$ cat src/rtl/ctrl_pkg.sv
// Shared decode constants, ALU-mode encodings, control bundle type and FSM
// state encoding for the registered decode stage.
package ctrl_pkg;

   localparam logic [6:0] OP_RTYPE = 7'b0110011;
   localparam logic [6:0] OP_IALU  = 7'b0010011;
   localparam logic [6:0] OP_LW    = 7'b0000011;
   localparam logic [6:0] OP_SW    = 7'b0100011;
   localparam logic [6:0] OP_BEQ   = 7'b1100011;

   localparam logic [1:0] ALUOP_RTYPE  = 2'b00;
   localparam logic [1:0] ALUOP_IMM    = 2'b01;
   localparam logic [1:0] ALUOP_BRANCH = 2'b10;

   typedef enum logic {
      ST_RUN   = 1'b0,
      ST_STALL = 1'b1
   } stage_state_e;

   typedef struct packed {
      logic       reg_write;
      logic       mem_to_reg;
      logic       mem_read;
      logic       mem_write;
      logic       branch;
      logic       alu_src;
      logic [1:0] alu_op;
   } ctrl_bundle_t;

endpackage

$ cat src/rtl/control_stage_if.sv
// ID-stage instruction fields in, ID/EX control bundle and stall/trap lines out.
interface control_stage_if #(
   parameter int unsigned ALUOP_W    = 2,
   parameter int unsigned REG_ADDR_W = 5
);
   logic [6:0]            Op_i;
   logic                  NoOp_i;
   logic                  Flush_i;
   logic [REG_ADDR_W-1:0] RS1addr_i;
   logic [REG_ADDR_W-1:0] RS2addr_i;
   logic [REG_ADDR_W-1:0] RDaddr_i;

   logic                  RegWrite_o;
   logic                  MemToReg_o;
   logic                  MemRead_o;
   logic                  MemWrite_o;
   logic                  Branch_o;
   logic                  ALUSrc_o;
   logic [ALUOP_W-1:0]    ALUOp_o;
   logic [REG_ADDR_W-1:0] RDaddr_o;
   logic                  Stall_o;
   logic                  Illegal_o;

   modport master (
      output Op_i, NoOp_i, Flush_i, RS1addr_i, RS2addr_i, RDaddr_i,
      input  RegWrite_o, MemToReg_o, MemRead_o, MemWrite_o, Branch_o, ALUSrc_o,
             ALUOp_o, RDaddr_o, Stall_o, Illegal_o
   );

   modport slave (
      input  Op_i, NoOp_i, Flush_i, RS1addr_i, RS2addr_i, RDaddr_i,
      output RegWrite_o, MemToReg_o, MemRead_o, MemWrite_o, Branch_o, ALUSrc_o,
             ALUOp_o, RDaddr_o, Stall_o, Illegal_o
   );
endinterface

$ cat src/rtl/control_stage_decode.sv
// Combinational opcode decode: control bundle, rs2-usage and illegal-opcode flag.
module control_decode
   import ctrl_pkg::*;
(
   input  logic [6:0]   i_op,
   output ctrl_bundle_t o_ctrl,
   output logic         o_uses_rs2,
   output logic         o_illegal
);

   always_comb begin
      o_ctrl     = '0;
      o_uses_rs2 = 1'b0;
      o_illegal  = 1'b0;
      case (i_op)
         OP_RTYPE: begin
            o_ctrl.reg_write = 1'b1;
            o_ctrl.alu_op    = ALUOP_RTYPE;
            o_uses_rs2       = 1'b1;
         end
         OP_IALU: begin
            o_ctrl.reg_write = 1'b1;
            o_ctrl.alu_src   = 1'b1;
            o_ctrl.alu_op    = ALUOP_IMM;
         end
         OP_LW: begin
            o_ctrl.reg_write  = 1'b1;
            o_ctrl.mem_to_reg = 1'b1;
            o_ctrl.mem_read   = 1'b1;
            o_ctrl.alu_src    = 1'b1;
            o_ctrl.alu_op     = ALUOP_IMM;
         end
         OP_SW: begin
            o_ctrl.mem_write = 1'b1;
            o_ctrl.alu_src   = 1'b1;
            o_ctrl.alu_op    = ALUOP_IMM;
            o_uses_rs2       = 1'b1;
         end
         OP_BEQ: begin
            o_ctrl.branch = 1'b1;
            o_ctrl.alu_op = ALUOP_BRANCH;
            o_uses_rs2    = 1'b1;
         end
         default: o_illegal = 1'b1;
      endcase
   end

endmodule

$ cat src/rtl/control_stage.sv
// Registered ID/EX decode stage with load-use bubble FSM.
// Optional sticky illegal-opcode trap enabled by defining CTRL_ILLEGAL_TRAP_EN.
module control_stage
   import ctrl_pkg::*;
#(
   parameter int unsigned LOAD_STALL_CYCLES = 1,
   parameter int unsigned ALUOP_W           = 2,
   parameter int unsigned REG_ADDR_W        = 5
) (
   input logic             clk_i,
   input logic             rst_i,
   control_stage_if.slave  bus
);

   localparam int unsigned      CNT_W      = $clog2(LOAD_STALL_CYCLES + 1);
   localparam logic [CNT_W-1:0] CNT_RELOAD = CNT_W'(LOAD_STALL_CYCLES - 1);

   stage_state_e          r_state, w_state_nxt;
   logic [CNT_W-1:0]      r_cnt, w_cnt_nxt;
   ctrl_bundle_t          r_ctrl, w_ctrl_nxt, w_dec;
   logic [REG_ADDR_W-1:0] r_rd, w_rd_nxt;
   logic                  w_uses_rs2, w_illegal, w_hazard, w_stall;

   control_decode u_decode (
      .i_op       (bus.Op_i),
      .o_ctrl     (w_dec),
      .o_uses_rs2 (w_uses_rs2),
      .o_illegal  (w_illegal)
   );

   assign w_hazard = (r_state == ST_RUN) && !bus.NoOp_i && !bus.Flush_i &&
                     r_ctrl.mem_read && (r_rd != '0) &&
                     ((r_rd == bus.RS1addr_i) || (w_uses_rs2 && (r_rd == bus.RS2addr_i)));

   always_comb begin
      w_state_nxt = r_state;
      w_cnt_nxt   = r_cnt;
      w_ctrl_nxt  = '0;
      w_rd_nxt    = '0;
      w_stall     = 1'b0;
      if (bus.Flush_i) begin
         w_state_nxt = ST_RUN;
         w_cnt_nxt   = '0;
      end else begin
         case (r_state)
            ST_RUN: begin
               if (w_hazard) begin
                  w_stall = 1'b1;
                  // A single-bubble hazard completes in RUN; STALL covers the rest.
                  if (LOAD_STALL_CYCLES > 1) begin
                     w_state_nxt = ST_STALL;
                     w_cnt_nxt   = CNT_RELOAD;
                  end
               end else if (!bus.NoOp_i && !w_illegal) begin
                  w_ctrl_nxt = w_dec;
                  w_rd_nxt   = bus.RDaddr_i;
                  if (bus.RDaddr_i == '0) w_ctrl_nxt.reg_write = 1'b0;
               end
            end
            ST_STALL: begin
               w_stall   = 1'b1;
               w_cnt_nxt = r_cnt - CNT_W'(1);
               if (r_cnt == CNT_W'(1)) w_state_nxt = ST_RUN;
            end
            default: begin
               w_state_nxt = ST_RUN;
               w_cnt_nxt   = '0;
            end
         endcase
      end
   end

   always_ff @(posedge clk_i or negedge rst_i) begin
      if (!rst_i) begin
         r_state <= ST_RUN;
         r_cnt   <= '0;
         r_ctrl  <= '0;
         r_rd    <= '0;
      end else begin
         r_state <= w_state_nxt;
         r_cnt   <= w_cnt_nxt;
         r_ctrl  <= w_ctrl_nxt;
         r_rd    <= w_rd_nxt;
      end
   end

`ifdef CTRL_ILLEGAL_TRAP_EN
   logic r_illegal;

   always_ff @(posedge clk_i or negedge rst_i) begin
      if (!rst_i)                                         r_illegal <= 1'b0;
      else if (w_illegal && !bus.NoOp_i && !bus.Flush_i) r_illegal <= 1'b1;
   end

   assign bus.Illegal_o = r_illegal;
`else
   assign bus.Illegal_o = 1'b0;
`endif

   assign bus.RegWrite_o = r_ctrl.reg_write;
   assign bus.MemToReg_o = r_ctrl.mem_to_reg;
   assign bus.MemRead_o  = r_ctrl.mem_read;
   assign bus.MemWrite_o = r_ctrl.mem_write;
   assign bus.Branch_o   = r_ctrl.branch;
   assign bus.ALUSrc_o   = r_ctrl.alu_src;
   assign bus.ALUOp_o    = ALUOP_W'(r_ctrl.alu_op);
   assign bus.RDaddr_o   = r_rd;
   assign bus.Stall_o    = w_stall;

endmodule

$ cat src/flat_wrapper.sv
// flat-port wrapper written by rule: the top's interface ports become plain ports
module control_stage_flat import ctrl_pkg::*;
#(
   parameter int unsigned LOAD_STALL_CYCLES = 1,
   parameter int unsigned ALUOP_W           = 2,
   parameter int unsigned REG_ADDR_W        = 5
)
  (clk_i, rst_i, bus_Op_i, bus_NoOp_i, bus_Flush_i, bus_RS1addr_i, bus_RS2addr_i, bus_RDaddr_i, bus_RegWrite_o, bus_MemToReg_o, bus_MemRead_o, bus_MemWrite_o, bus_Branch_o, bus_ALUSrc_o, bus_ALUOp_o, bus_RDaddr_o, bus_Stall_o, bus_Illegal_o);
  control_stage_if #(.ALUOP_W(ALUOP_W), .REG_ADDR_W(REG_ADDR_W)) bus_i ();
  input logic clk_i;
  input logic rst_i;
  input wire logic [$bits(bus_i.Op_i)-1:0] bus_Op_i;
  input wire logic [$bits(bus_i.NoOp_i)-1:0] bus_NoOp_i;
  input wire logic [$bits(bus_i.Flush_i)-1:0] bus_Flush_i;
  input wire logic [$bits(bus_i.RS1addr_i)-1:0] bus_RS1addr_i;
  input wire logic [$bits(bus_i.RS2addr_i)-1:0] bus_RS2addr_i;
  input wire logic [$bits(bus_i.RDaddr_i)-1:0] bus_RDaddr_i;
  output wire logic [$bits(bus_i.RegWrite_o)-1:0] bus_RegWrite_o;
  output wire logic [$bits(bus_i.MemToReg_o)-1:0] bus_MemToReg_o;
  output wire logic [$bits(bus_i.MemRead_o)-1:0] bus_MemRead_o;
  output wire logic [$bits(bus_i.MemWrite_o)-1:0] bus_MemWrite_o;
  output wire logic [$bits(bus_i.Branch_o)-1:0] bus_Branch_o;
  output wire logic [$bits(bus_i.ALUSrc_o)-1:0] bus_ALUSrc_o;
  output wire logic [$bits(bus_i.ALUOp_o)-1:0] bus_ALUOp_o;
  output wire logic [$bits(bus_i.RDaddr_o)-1:0] bus_RDaddr_o;
  output wire logic [$bits(bus_i.Stall_o)-1:0] bus_Stall_o;
  output wire logic [$bits(bus_i.Illegal_o)-1:0] bus_Illegal_o;
  assign bus_i.Op_i = bus_Op_i;
  assign bus_i.NoOp_i = bus_NoOp_i;
  assign bus_i.Flush_i = bus_Flush_i;
  assign bus_i.RS1addr_i = bus_RS1addr_i;
  assign bus_i.RS2addr_i = bus_RS2addr_i;
  assign bus_i.RDaddr_i = bus_RDaddr_i;
  assign bus_RegWrite_o = bus_i.RegWrite_o;
  assign bus_MemToReg_o = bus_i.MemToReg_o;
  assign bus_MemRead_o = bus_i.MemRead_o;
  assign bus_MemWrite_o = bus_i.MemWrite_o;
  assign bus_Branch_o = bus_i.Branch_o;
  assign bus_ALUSrc_o = bus_i.ALUSrc_o;
  assign bus_ALUOp_o = bus_i.ALUOp_o;
  assign bus_RDaddr_o = bus_i.RDaddr_o;
  assign bus_Stall_o = bus_i.Stall_o;
  assign bus_Illegal_o = bus_i.Illegal_o;
  control_stage #(.LOAD_STALL_CYCLES(LOAD_STALL_CYCLES), .ALUOP_W(ALUOP_W), .REG_ADDR_W(REG_ADDR_W)) u_core (.clk_i(clk_i), .rst_i(rst_i), .bus(bus_i));
endmodule
$ cat config.mk
export PLATFORM = sky130hd
export DESIGN_NAME = control_stage_flat
export DESIGN_NICKNAME = d
export VERILOG_FILES = /design/src/rtl/ctrl_pkg.sv /design/src/rtl/control_stage_if.sv /design/src/rtl/control_stage_decode.sv /design/src/rtl/control_stage.sv /design/src/flat_wrapper.sv
export SDC_FILE = /design/constraint.sdc
export NUM_CORES = 1
export LEC_CHECK = 0
export CELL_PAD_IN_SITES_DETAIL_PLACEMENT = 1
export CELL_PAD_IN_SITES_GLOBAL_PLACEMENT = 1
export CORE_MARGIN = 2
export CORE_UTILIZATION = 29
export CTS_BUF_LIST = sky130_fd_sc_hd__clkbuf_8
export DETAILED_ROUTE_END_ITERATION = 8
export GPL_ROUTABILITY_DRIVEN = 0
export GPL_TIMING_DRIVEN = 0
export HOLD_SLACK_MARGIN = 0.06
export PLACE_DENSITY_LB_ADDON = 0.1
export SLEW_MARGIN = 25
export SYNTH_ARGS = -nofsm -noshare
export SYNTH_HDL_FRONTEND = slang
export SYNTH_SLANG_ARGS = --single-unit
$ cat constraint.sdc
create_clock -name clk_i -period 3 [get_ports clk_i]
set_input_delay 0.3 -clock clk_i [delete_from_list [all_inputs] [get_ports clk_i]]
set_output_delay 0.3 -clock clk_i [all_outputs]
set_load 0.02 [all_outputs]
==> summary.md, run 1 <==
| Metric | Value |
|---|---|
| ANT cells | `0` |
| Pwr Total | `around 0.00039 W` |
| Vias in the first global route | `665` |
| Cells after synthesis | `64` |
| Slew headroom | `0.606` |
| Largest stage delay on the critical path | `0.60 ns` |
| RSZ-0062 raised after global routing | `no` |
| Drt first pass iters | `2` |
| Metal3 WL | `184 um` |
| Clock Tree Buf Depth | `2` |
| Max Used Layer | `met4` |
| Clock power share | `0.399` |
| Top delay family on crit path | `buffers and inverters` |
| Critical path's slowest cell | `clkdlybuf4s50_1` |
| Share of cells above drive strength 1 | `0.0841` |
| Wire per inst | `roughly 14 um` |
| H-tree depth | `1` |
| Worst hold path type | `input port to asynchronous set/reset pin` |
| CP Buf/Inv Count | `3` |
| Tcrit/Tclk final | `0.948` |
| Crit-path cells | `clkdlybuf4s50_1 -> a21boi_1 -> nand4_1 -> nor4_1 -> o221ai_1 -> buf_4 -> nand2_1 -> clkdlybuf4s50_1` |
| IO Pins | `between 40 and 50` |
| Static leakage | `around 0.52 nW` |
| I/O Buffers | `39` |
| Register area | `325 um2` |
| Arr. time, crit path | `2.54 ns` |
| Slew Viols, Final | `0` |
| Clock Skews | `between 0.004 and 0.005 ns` |
| DRT met1 WL | `759 um` |
| Routed wire length | `1930 um` |
| Die span in x | `52.3 um` |
| TritonCTS clock tree | `built` |
| Fmax | `352 MHz` |
| Initial antenna violation count | `0` |
| Post-DRT Antenna Nets | `0` |
| Vias per cell | `between 4 and 5` |
| Final hold violations | `0` |
| Synth Register Bits | `13` |
| Grt ovf | `0` |
| Critical Path End Type | `output pin` |
| Vias | `646` |
| Startpoint Class | `input port` |
| Hold buffer count at cts | `0` |
| Internal power | `about 0.00030 W` |
| Outcome | `finished, final reports clean` |
| Setup TNS | `0 ns` |
| WS Path Type | `input port to output pin` |
| Layout area overhead | `69.5%` |
| Final net count | `around 130` |
| Worst skew pair latency | `0.25 ns` |
| DR iter-0 viols | `3` |
| YS warnings | `0` |
| CTS root buf | `clkbuf_8` |
| Cell Rows | `17` |
| Synth cell types | `24` |
| Reported net switching power | `0.0000876 W` |
| Required @ worst endpoint | `between 2 and 3 ns` |
| Inserted Clock Buffers | `3` |
| CP max FO | `10` |
| Period minus WS final | `2.84 ns` |
| DP HPWL | `1560 um` |
| Area of the multi-input gates | `314 um2` |
| Die area | `2740 um2` |
| Routed wl met2 | `951 um` |
| Wire length of the first global-routing pass | `3070 um` |
| Reg power frac | `0.450` |
| Syn avg cell area | `10.6 um2` |
| Sink Count | `13` |
| Fillers | `between 200 and 300` |
| # setup viols final | `0` |
| Clock transition at path regs | `0.06 ns` |
| Max Cap Viol | `0` |
| Slew of the pin with the lowest slew margin | `just under 0.6 ns` |
| Cell Area, Synth | `about 680 um2` |
| Resize count post-CTS | `0` |
| Register area share after synthesis | `0.481` |
| Area of the core | `2210 um2` |
| DRC Markers | `0` |
| Combinational cell fraction of total power | `0.151` |
| Net Count, Synth | `90` |
| Worst IR drop on VDD | `between 0.2 and 0.3 mV` |
| Largest net degree at the start of global routing | `14` |
| Die Ht | `52.3 um` |
| Most common cell on crit path | `clkdlybuf4s50_1` |
| Switching Share | `0.223` |
| Post-CTS Setup Inserts | `0` |
| GRT Total Usage | `0.157` |
| Pwr dens | `~340 nW/um2` |
| Initial core utilization | `0.306` |
-- cell usage in the layout, fill, tap and decap left out --
| master | instances |
|---|---|
| clkdlybuf4s50_1 | 39 |
| dfrtp_1 | 13 |
| xnor2_1 | 7 |
| and4_1 | 5 |
| nor2_1 | 4 |
| xor2_1 | 4 |
| buf_4 | 4 |
| and3_1 | 4 |
| clkbuf_8 | 3 |
| nand3_1 | 2 |
| nor4_1 | 2 |
| nor3_1 | 2 |
| or4_1 | 2 |
| nand2b_1 | 2 |
| inv_1 | 2 |
| nand2_1 | 2 |
| a21boi_1 | 1 |
| nand4_1 | 1 |
| nor3b_1 | 1 |
| o221ai_1 | 1 |
| clkbuf_1 | 1 |
| a21oi_1 | 1 |
| and4_2 | 1 |
| o21ai_0 | 1 |
| and4bb_2 | 1 |
| conb_1 | 1 |
-- cells by family after synthesis --
group | count (synthesis) | share of synthesized area
AO/OA/AOI/OAI | 4 | 0.0388
XOR/XNOR | 11 | 0.142
buffers and inverters | 6 | 0.0554
flip-flops | 13 | 0.481
other | 1 | 0.00554
AND/OR/NAND/NOR | 29 | 0.277
-- cell type report --
cell class,instances,share of cell area
multi-input combinational,45,0.274
timing repair buffer,39,0.340
buffer,5,0.0294
clock buffer,3,0.0360
tap,28,0.0305
sequential,13,0.284
inverter,1,0.00327
clock inverter,1,0.00327
-- power groups by stage --
| stage | Sequential, W | Clock (W) | Combinational [W] |
|---|---|---|---|
| final | 0.000176 | 0.000157 | 0.0000590 |
| after global routing | 0.000176 | 0.000167 | 0.0000643 |
| after CTS | 0.000176 | 0.000159 | 0.0000599 |
| after detailed placement | 0.000180 | 0 | 0.0000593 |
| after global placement | 0.000180 | 0 | 0.0000578 |
| after floorplan | 0.000180 | 0 | 0.0000142 |
-- flip-flops by register name (all words and copies together) (netlist names) --
register / cells
u_core.bus.ALUOp_o: 2
u_core.bus.MemWrite_o: 1
u_core.bus.RDaddr_o: 5
u_core.bus.MemRead_o: 1
u_core.r_cnt: 1
u_core.bus.RegWrite_o: 1
u_core.r_state: 1
u_core.bus.ALUSrc_o: 1
-- worst paths after layout --
kind	start	depth (start not counted)	to	slack, ns
max	bus_Op_i[6]	8	bus_Stall_o	0.16
min	rst_i	1	u_core.bus.MemWrite_o$_DFF_PN0_	0.42
max reg2reg	u_core.bus.RDaddr_o[0]$_DFF_PN0_	4	u_core.bus.RDaddr_o[3]$_DFF_PN0_	1.31
min reg2reg	u_core.r_cnt$_DFFE_PN0P_	1	u_core.r_state$_DFF_PN0_	0.47
max in group asynchronous	rst_i	1	u_core.bus.RDaddr_o[3]$_DFF_PN0_	2.19
min in group clk_i	u_core.r_cnt$_DFFE_PN0P_	1	u_core.r_state$_DFF_PN0_	0.47
-- worst register-to-register path, cell delays in order (launching register included) --
cell and delay (ns):
dfrtp_1 0.42, or4_1 0.53, o221ai_1 0.26, buf_4 0.22
and4_1 0.19
-- cell usage after synthesis, drive strengths merged --
master / count / area [um2]
nor2: 4 / 15.0
nand3: 2 / 10.0
nor3b: 1 / 7.51
buf: 4 / 30.0
and4: 6 / 53.8
or4: 2 / 15.0
inv: 1 / 3.75
clkbuf: 1 / 3.75
nor4: 2 / 12.5
nor3: 2 / 10.0
and4bb: 1 / 12.5
a21boi: 1 / 7.51
o221ai: 1 / 8.76
a21oi: 1 / 5.00
conb: 1 / 3.75
dfrtp: 13 / 325
o21ai: 1 / 5.00
nand2: 2 / 7.51
xnor2: 7 / 61.3
nand2b: 2 / 12.5
nand4: 1 / 6.26
and3: 4 / 25.0
xor2: 4 / 35.0
-- layer usage --
metal	vias up	track usage
li1	313	-
met1	300	0.164
met2	28	0.281
met3	5	0.0371
met4	0	0.0897
met5	-	0
-- per-stage QoR --
stage	worst slack, ns	hold WS (ns)	cells	cell area (um2)	util
after CTS	0.135	0.449	135	1150	0.519
after floorplan	1.18	0.00441	64	677	-
after global placement	0.161	0.426	131	1100	0.498
after detailed placement	0.140	0.462	131	1100	0.498
final	0.155	0.423	135	1150	0.519
after global routing	0.0518	0.473	135	1150	0.519
Note: power is estimated with default switching activity, not from simulation.
==> run 2, diff against run 1 <==
--- a/config.mk
+++ b/config.mk
@@ -10,11 +10,13 @@
 export CORE_MARGIN = 2
 export CORE_UTILIZATION = 29
 export CTS_BUF_LIST = sky130_fd_sc_hd__clkbuf_8
+export CTS_CLUSTER_SIZE = 12
 export DETAILED_ROUTE_END_ITERATION = 8
 export GPL_ROUTABILITY_DRIVEN = 0
 export GPL_TIMING_DRIVEN = 0
 export HOLD_SLACK_MARGIN = 0.06
 export PLACE_DENSITY_LB_ADDON = 0.1
+export RECOVER_POWER = 50
 export SLEW_MARGIN = 25
 export SYNTH_ARGS = -nofsm -noshare
 export SYNTH_HDL_FRONTEND = slang
==> run 2 against run 1 <==
Compared with the run above:
- worst hold slack improved by 0.045 ns
- clock skew is essentially flat
- critical endpoint unchanged
- maximum frequency about the same
==> summary.md, run 2 (synthesis results as in run 1) <==
| Metric | Value |
|---|---|
| Final hold violations | `0 (unchanged)` |
| Fin worst setup slack | `0.155 ns (-0.000146 ns)` |
| Drt first pass iters | `2 (unchanged)` |
| Hold buffer count at cts | `0 (unchanged)` |
| Crit-path cells | `clkdlybuf4s50_1 -> a21boi_1 -> nand4_1 -> nor4_1 -> o221ai_1 -> buf_4 -> nand2_1 -> clkdlybuf4s50_1` |
| # setup viols final | `0 (unchanged)` |
| Max Cap Viol | `0 (unchanged)` |
| IO Pins | `41 (unchanged)` |
| Post-CTS Setup Inserts | `0 (unchanged)` |
| Share of cells above drive strength 1 | `0.0841 (unchanged)` |
| Clock Skews | `0.00433 ns (+0.0000104 ns)` |
| Vias | `646 (unchanged)` |
| Most common cell on crit path | `clkdlybuf4s50_1` |
| Slew of the pin with the lowest slew margin | `0.596 ns (+0.00618 ns)` |
| Cell Rows | `17 (unchanged)` |
| CP Launch Point | `bus_Op_i[5]` |
| Worst slack, placed | `0.140 ns (unchanged)` |
| Final net count | `134 (unchanged)` |
| Clock transition at path regs | `0.06 ns (about the same)` |
| Tcrit/Tclk final | `0.948 (about the same)` |
| Area of the core | `2210 um2 (unchanged)` |
| Initial antenna violation count | `0 (unchanged)` |
| DP HPWL | `1560 um (unchanged)` |
| Most common cell after layout, fill and taps aside | `clkdlybuf4s50_1` |
| Clock Tree Buf Depth | `2 (unchanged)` |
| Wire length of the first global-routing pass | `3070 um (unchanged)` |
| Critical path's slowest cell | `clkdlybuf4s50_1` |
| Worst hold path type | `flip-flop to flip-flop` |
| Grt ovf | `0 (unchanged)` |
| Die area | `2740 um2 (unchanged)` |
| Register area | `325 um2 (unchanged)` |
| Outcome | `finished, final reports clean` |
| CP max FO | `10 (unchanged)` |
| Wire per inst | `14.3 um (-0.31%)` |
| Die Ht | `52.3 um (unchanged)` |
| DR iter-0 viols | `3 (unchanged)` |
| Required @ worst endpoint | `2.70 ns (about the same)` |
| Slew headroom | `0.602 (-0.00420)` |
| Vias per cell | `4.79 (unchanged)` |
| Worst IR drop on VDD | `0.276 mV (-0.38%)` |
| Pwr dens | `341 nW/um2 (-0.17%)` |
| Fmax | `352 MHz (about the same)` |
| Fillers | `257 (unchanged)` |
| Layout area overhead | `69.5% (unchanged)` |
| Vias in the first global route | `665 (unchanged)` |
| Post-route cell area | `1150 um2 (unchanged)` |
| Area of the multi-input gates | `314 um2 (unchanged)` |
| Static leakage | `0.534 nW (+3.6%)` |
| Slew Viols, Final | `0 (unchanged)` |
| H-tree depth | `1 (unchanged)` |
| I/O Buffers | `39 (unchanged)` |
| Inserted Clock Buffers | `3 (unchanged)` |
| Largest net degree at the start of global routing | `14 (unchanged)` |
| DRC Markers | `0 (unchanged)` |
| Hold Crit Start | `u_core.r_cnt$_DFFE_PN0P_` |
| Post-DRT Antenna Nets | `0 (unchanged)` |
| Die span in x | `52.3 um (unchanged)` |
| Sink Count | `13 (unchanged)` |
| Worst skew pair latency | `0.25 ns (about the same)` |
| Resize count post-CTS | `0 (unchanged)` |
| WS Path Type | `input port to output pin` |
| Arr. time, crit path | `2.54 ns (about the same)` |
| Largest stage delay on the critical path | `0.60 ns (about the same)` |
| Startpoint Class | `input port` |
| Critical Path End Type | `output pin` |
| Setup TNS | `0 ns (unchanged)` |
| Placed cell area | `1100 um2 (unchanged)` |
| Initial core utilization | `0.306 (unchanged)` |
| Period minus WS final | `2.84 ns (+0.000146 ns)` |
| ANT cells | `0 (unchanged)` |
| CTS root buf | `clkbuf_8` |
| RSZ-0062 raised after global routing | `no` |
| Routed wire length | `1930 um (-0.31%)` |
| Most frequent cells in the layout | `clkdlybuf4s50_1 (32), dfrtp_1 (13), xnor2_1 (7), dlygate4sd3_1 (7), and4_1 (5)` |
| Reg-to-Reg Start | `u_core.bus.RDaddr_o[0]$_DFF_PN0_` |
| TritonCTS clock tree | `built` |
| CP Buf/Inv Count | `3 (unchanged)` |
| Max FFs per register | `5 (unchanged)` |
| GRT Total Usage | `0.157 (unchanged)` |
| Top delay family on crit path | `buffers and inverters` |
run 2: cell types whose count changed in the layout (fill, tap and decap cells not counted), sizes merged:
cell,before,now
clkdlybuf4s50,39,32
dlygate4sd3,0,7
run 2: worst register-to-register path: cells and delay by family, from the launching register on:
kind | cells | cell delay [ns]
flops | 1 | 0.42
compound gates | 1 | 0.26
buf+inv | 1 | 0.22
simple gates | 2 | 0.72
run 2: area by class of cell:
type	instances	area share
buffer	5	0.0294
clock buffer	3	0.0360
clock inverter	1	0.00327
inverter	1	0.00327
multi-input combinational	45	0.274
sequential	13	0.284
tap	28	0.0305
timing repair buffer	39	0.340
run 2: where the power goes:
part | leakage (nW) | total [W] | switching [W] | internal, W
Combinational | 0.326 | 0.0000584 | 0.0000211 | 0.0000373
Sequential | 0.182 | 0.000176 | 0.000000453 | 0.000176
Clock | 0.0269 | 0.000157 | 0.0000659 | 0.0000906
run 2: worst paths after layout:
path	endpoint	slack, ns	cells after the start
worst max-delay path	bus_Stall_o	0.16	8
worst min-delay path	u_core.r_state$_DFF_PN0_	0.47	1
worst max register to register	u_core.bus.RDaddr_o[3]$_DFF_PN0_	1.31	4
worst min register to register	u_core.r_state$_DFF_PN0_	0.47	1
max in group asynchronous	u_core.bus.RDaddr_o[3]$_DFF_PN0_	2.12	1
min in group asynchronous	u_core.bus.MemWrite_o$_DFF_PN0_	0.49	1
run 2: through the flow:
stage / power [W] / util / std cells / hold WS (ns)
final: 0.000391 / 0.519 / 135 / 0.469
after global routing: 0.000407 / 0.519 / 135 / 0.473
after CTS: 0.000396 / 0.519 / 135 / 0.449
after detailed placement: 0.000239 / 0.498 / 131 / 0.462
after global placement: 0.000237 / 0.498 / 131 / 0.426
after floorplan: 0.000194 / - / 64 / 0.00441
run 2: per-layer routing:
metal	GRT usage	wire length, um
met4	0.0897	40
met2	0.281	950
met3	0.0371	184
met5	0	0
met1	0.164	753
==> run 3, diff against run 2 <==
--- a/config.mk
+++ b/config.mk
@@ -15,6 +15,7 @@
 export GPL_ROUTABILITY_DRIVEN = 0
 export GPL_TIMING_DRIVEN = 0
 export HOLD_SLACK_MARGIN = 0.06
+export MAX_ROUTING_LAYER = met4
 export PLACE_DENSITY_LB_ADDON = 0.1
 export RECOVER_POWER = 50
 export SLEW_MARGIN = 25
==> run 3 against run 2 <==
Compared with the run above:
- clock skew grew 0.0014 ns
- sequential cell count unchanged
- worst setup slack is essentially flat
==> summary.md, run 3 (synthesis results as in run 1) <==
| Metric | Value |
|---|---|
| Critical Path End Type | `output pin` |
| Outcome | `finished, final reports clean` |
| Max FFs per register | `5 (unchanged)` |
| CTS root buf | `clkbuf_8` |
| Initial core utilization | `0.306 (unchanged)` |
| Die span in x | `52.3 um (unchanged)` |
| Sink Count | `13 (unchanged)` |
| Reg2reg path depth | `4 (unchanged)` |
| TritonCTS clock tree | `built` |
| Final non-filler cell total | `135 (unchanged)` |
| IO Pins | `41 (unchanged)` |
| Max Cap Viol | `0 (unchanged)` |
| Crit path to | `bus_Stall_o` |
| WS Path Type | `input port to output pin` |
| Inserted Clock Buffers | `3 (unchanged)` |
| Grt ovf | `0 (unchanged)` |
| Slew Viols, Final | `0 (unchanged)` |
| Die Ht | `52.3 um (unchanged)` |
| Resize count post-CTS | `0 (unchanged)` |
| Final core utilization | `0.519 (unchanged)` |
| I/O Buffers | `39 (unchanged)` |
| Worst skew pair latency | `0.25 ns (about the same)` |
| Routed wire length | `1930 um (+0.26%)` |
| Static leakage | `0.534 nW (unchanged)` |
| Hold buffer count at cts | `0 (unchanged)` |
| Final net count | `134 (unchanged)` |
| Startpoint Class | `input port` |
| Share of cells above drive strength 1 | `0.0841 (unchanged)` |
| Vias in the first global route | `658 (-1.1%)` |
| # setup viols final | `0 (unchanged)` |
| CP Launch Point | `bus_Op_i[5]` |
| Period minus WS final | `2.85 ns (+0.000386 ns)` |
| Placed Cells | `131 (unchanged)` |
| Initial antenna violation count | `0 (unchanged)` |
| H-tree depth | `1 (unchanged)` |
| Fmax | `351 MHz (about the same)` |
| Clock transition at path regs | `0.06 ns (about the same)` |
| RSZ-0062 raised after global routing | `no` |
| DP HPWL | `1560 um (unchanged)` |
| Most common cell after layout, fill and taps aside | `clkdlybuf4s50_1` |
| Slew headroom | `0.600 (-0.00162)` |
| Cell Rows | `17 (unchanged)` |
| CP max FO | `10 (unchanged)` |
| Required @ worst endpoint | `2.70 ns (about the same)` |
| Reg-to-Reg Start | `u_core.bus.RDaddr_o[0]$_DFF_PN0_` |
| Slew of the pin with the lowest slew margin | `0.598 ns (+0.00243 ns)` |
| Post-DRT Antenna Nets | `0 (unchanged)` |
| Post-CTS Setup Inserts | `0 (unchanged)` |
| Drt first pass iters | `2 (unchanged)` |
| Worst IR drop on VDD | `0.276 mV (about the same)` |
| Pwr dens | `342 nW/um2 (+0.21%)` |
| Clock Skews | `0.00578 ns (+0.00145 ns)` |
| Arr. time, crit path | `2.55 ns (about the same)` |
| Area of the core | `2210 um2 (unchanged)` |
| ANT cells | `0 (unchanged)` |
| Largest net degree at the start of global routing | `14 (unchanged)` |
| Layout area overhead | `69.5% (unchanged)` |
| DRC Markers | `0 (unchanged)` |
| Die area | `2740 um2 (unchanged)` |
| Setup TNS | `0 ns (unchanged)` |
| DR iter-0 viols | `2 (-1)` |
| GRT Total Usage | `0.161 (+0.00466)` |
| Vias | `643 (-0.46%)` |
| Wire per inst | `14.3 um (+0.26%)` |
| Hold_ws | `0.468 ns (-0.00105 ns)` |
| Wire length of the first global-routing pass | `3070 um (unchanged)` |
| Clock Tree Buf Depth | `2 (unchanged)` |
| Tcrit/Tclk final | `0.948 (about the same)` |
| R2R Path End | `u_core.bus.RDaddr_o[3]$_DFF_PN0_` |
| R2R Setup Slk | `1.31 ns (about the same)` |
| Final hold violations | `0 (unchanged)` |
| Most frequent cells in the layout | `clkdlybuf4s50_1 (32), dfrtp_1 (13), xnor2_1 (7), dlygate4sd3_1 (7), and4_1 (5)` |
| Pwr Total | `0.000392 W (+0.21%)` |
| Vias per cell | `4.76 (-0.46%)` |
| Worst hold path type | `flip-flop to flip-flop` |
run 3: how the worst min path moves through the flow:
stage	startpoint	slack [ns]	to	cells after the start
final	u_core.r_cnt$_DFFE_PN0P_	0.47	u_core.r_state$_DFF_PN0_	1
after global placement	u_core.r_cnt$_DFFE_PN0P_	0.43	u_core.r_state$_DFF_PN0_	1
after CTS	rst_i	0.45	u_core.bus.MemWrite_o$_DFF_PN0_	1
after global routing	u_core.r_cnt$_DFFE_PN0P_	0.47	u_core.r_state$_DFF_PN0_	1
after floorplan	rst_i	0.004	u_core.bus.ALUOp_o[0]$_DFF_PN0_	0
after detailed placement	u_core.r_cnt$_DFFE_PN0P_	0.46	u_core.r_state$_DFF_PN0_	1
run 3: report_power, final:
group          leakage (nW)  switching (W)  total [W]  internal (W)
clock network        0.0269      0.0000668   0.000157     0.0000906
logic                 0.326      0.0000211  0.0000584     0.0000373
registers             0.182    0.000000455   0.000176      0.000176
run 3: critical path, stage by stage:
cell and delay [ns]:
clkdlybuf4s50_1 0.52, a21boi_1 0.25, nand4_1 0.12, nor4_1 0.27, o221ai_1 0.20, buf_4 0.21
nand2_1 0.07, clkdlybuf4s50_1 0.60
run 3: layer usage:
| metal | vias to the layer above | global-route usage | part of all wire |
|---|---|---|---|
| met5 | - | - | 0 |
| met4 | 0 | 0.0897 | 0.020 |
| met3 | 5 | 0.0371 | 0.095 |
| met2 | 28 | 0.281 | 0.49 |
| met1 | 297 | 0.166 | 0.39 |
| li1 | 313 | - | - |
run 3: final cells by class:
cell class / count / area, um2
plain buffers: 5 / 33.8
clock buffers: 3 / 41.3
clock inverters: 1 / 3.75
fillers: 257 / 1060
inverters: 1 / 3.75
multi-input cells: 45 / 314
flip-flops and latches: 13 / 325
well taps: 28 / 35.0
repair buffers: 39 / 390
run 3: stage by stage:
| step | cell area [um2] | setup WS, ns |
|---|---|---|
| after floorplan | 677 | 1.18 |
| after global placement | 1100 | 0.161 |
| after detailed placement | 1100 | 0.140 |
| after CTS | 1150 | 0.135 |
| after global routing | 1150 | 0.0518 |
| final | 1150 | 0.155 |
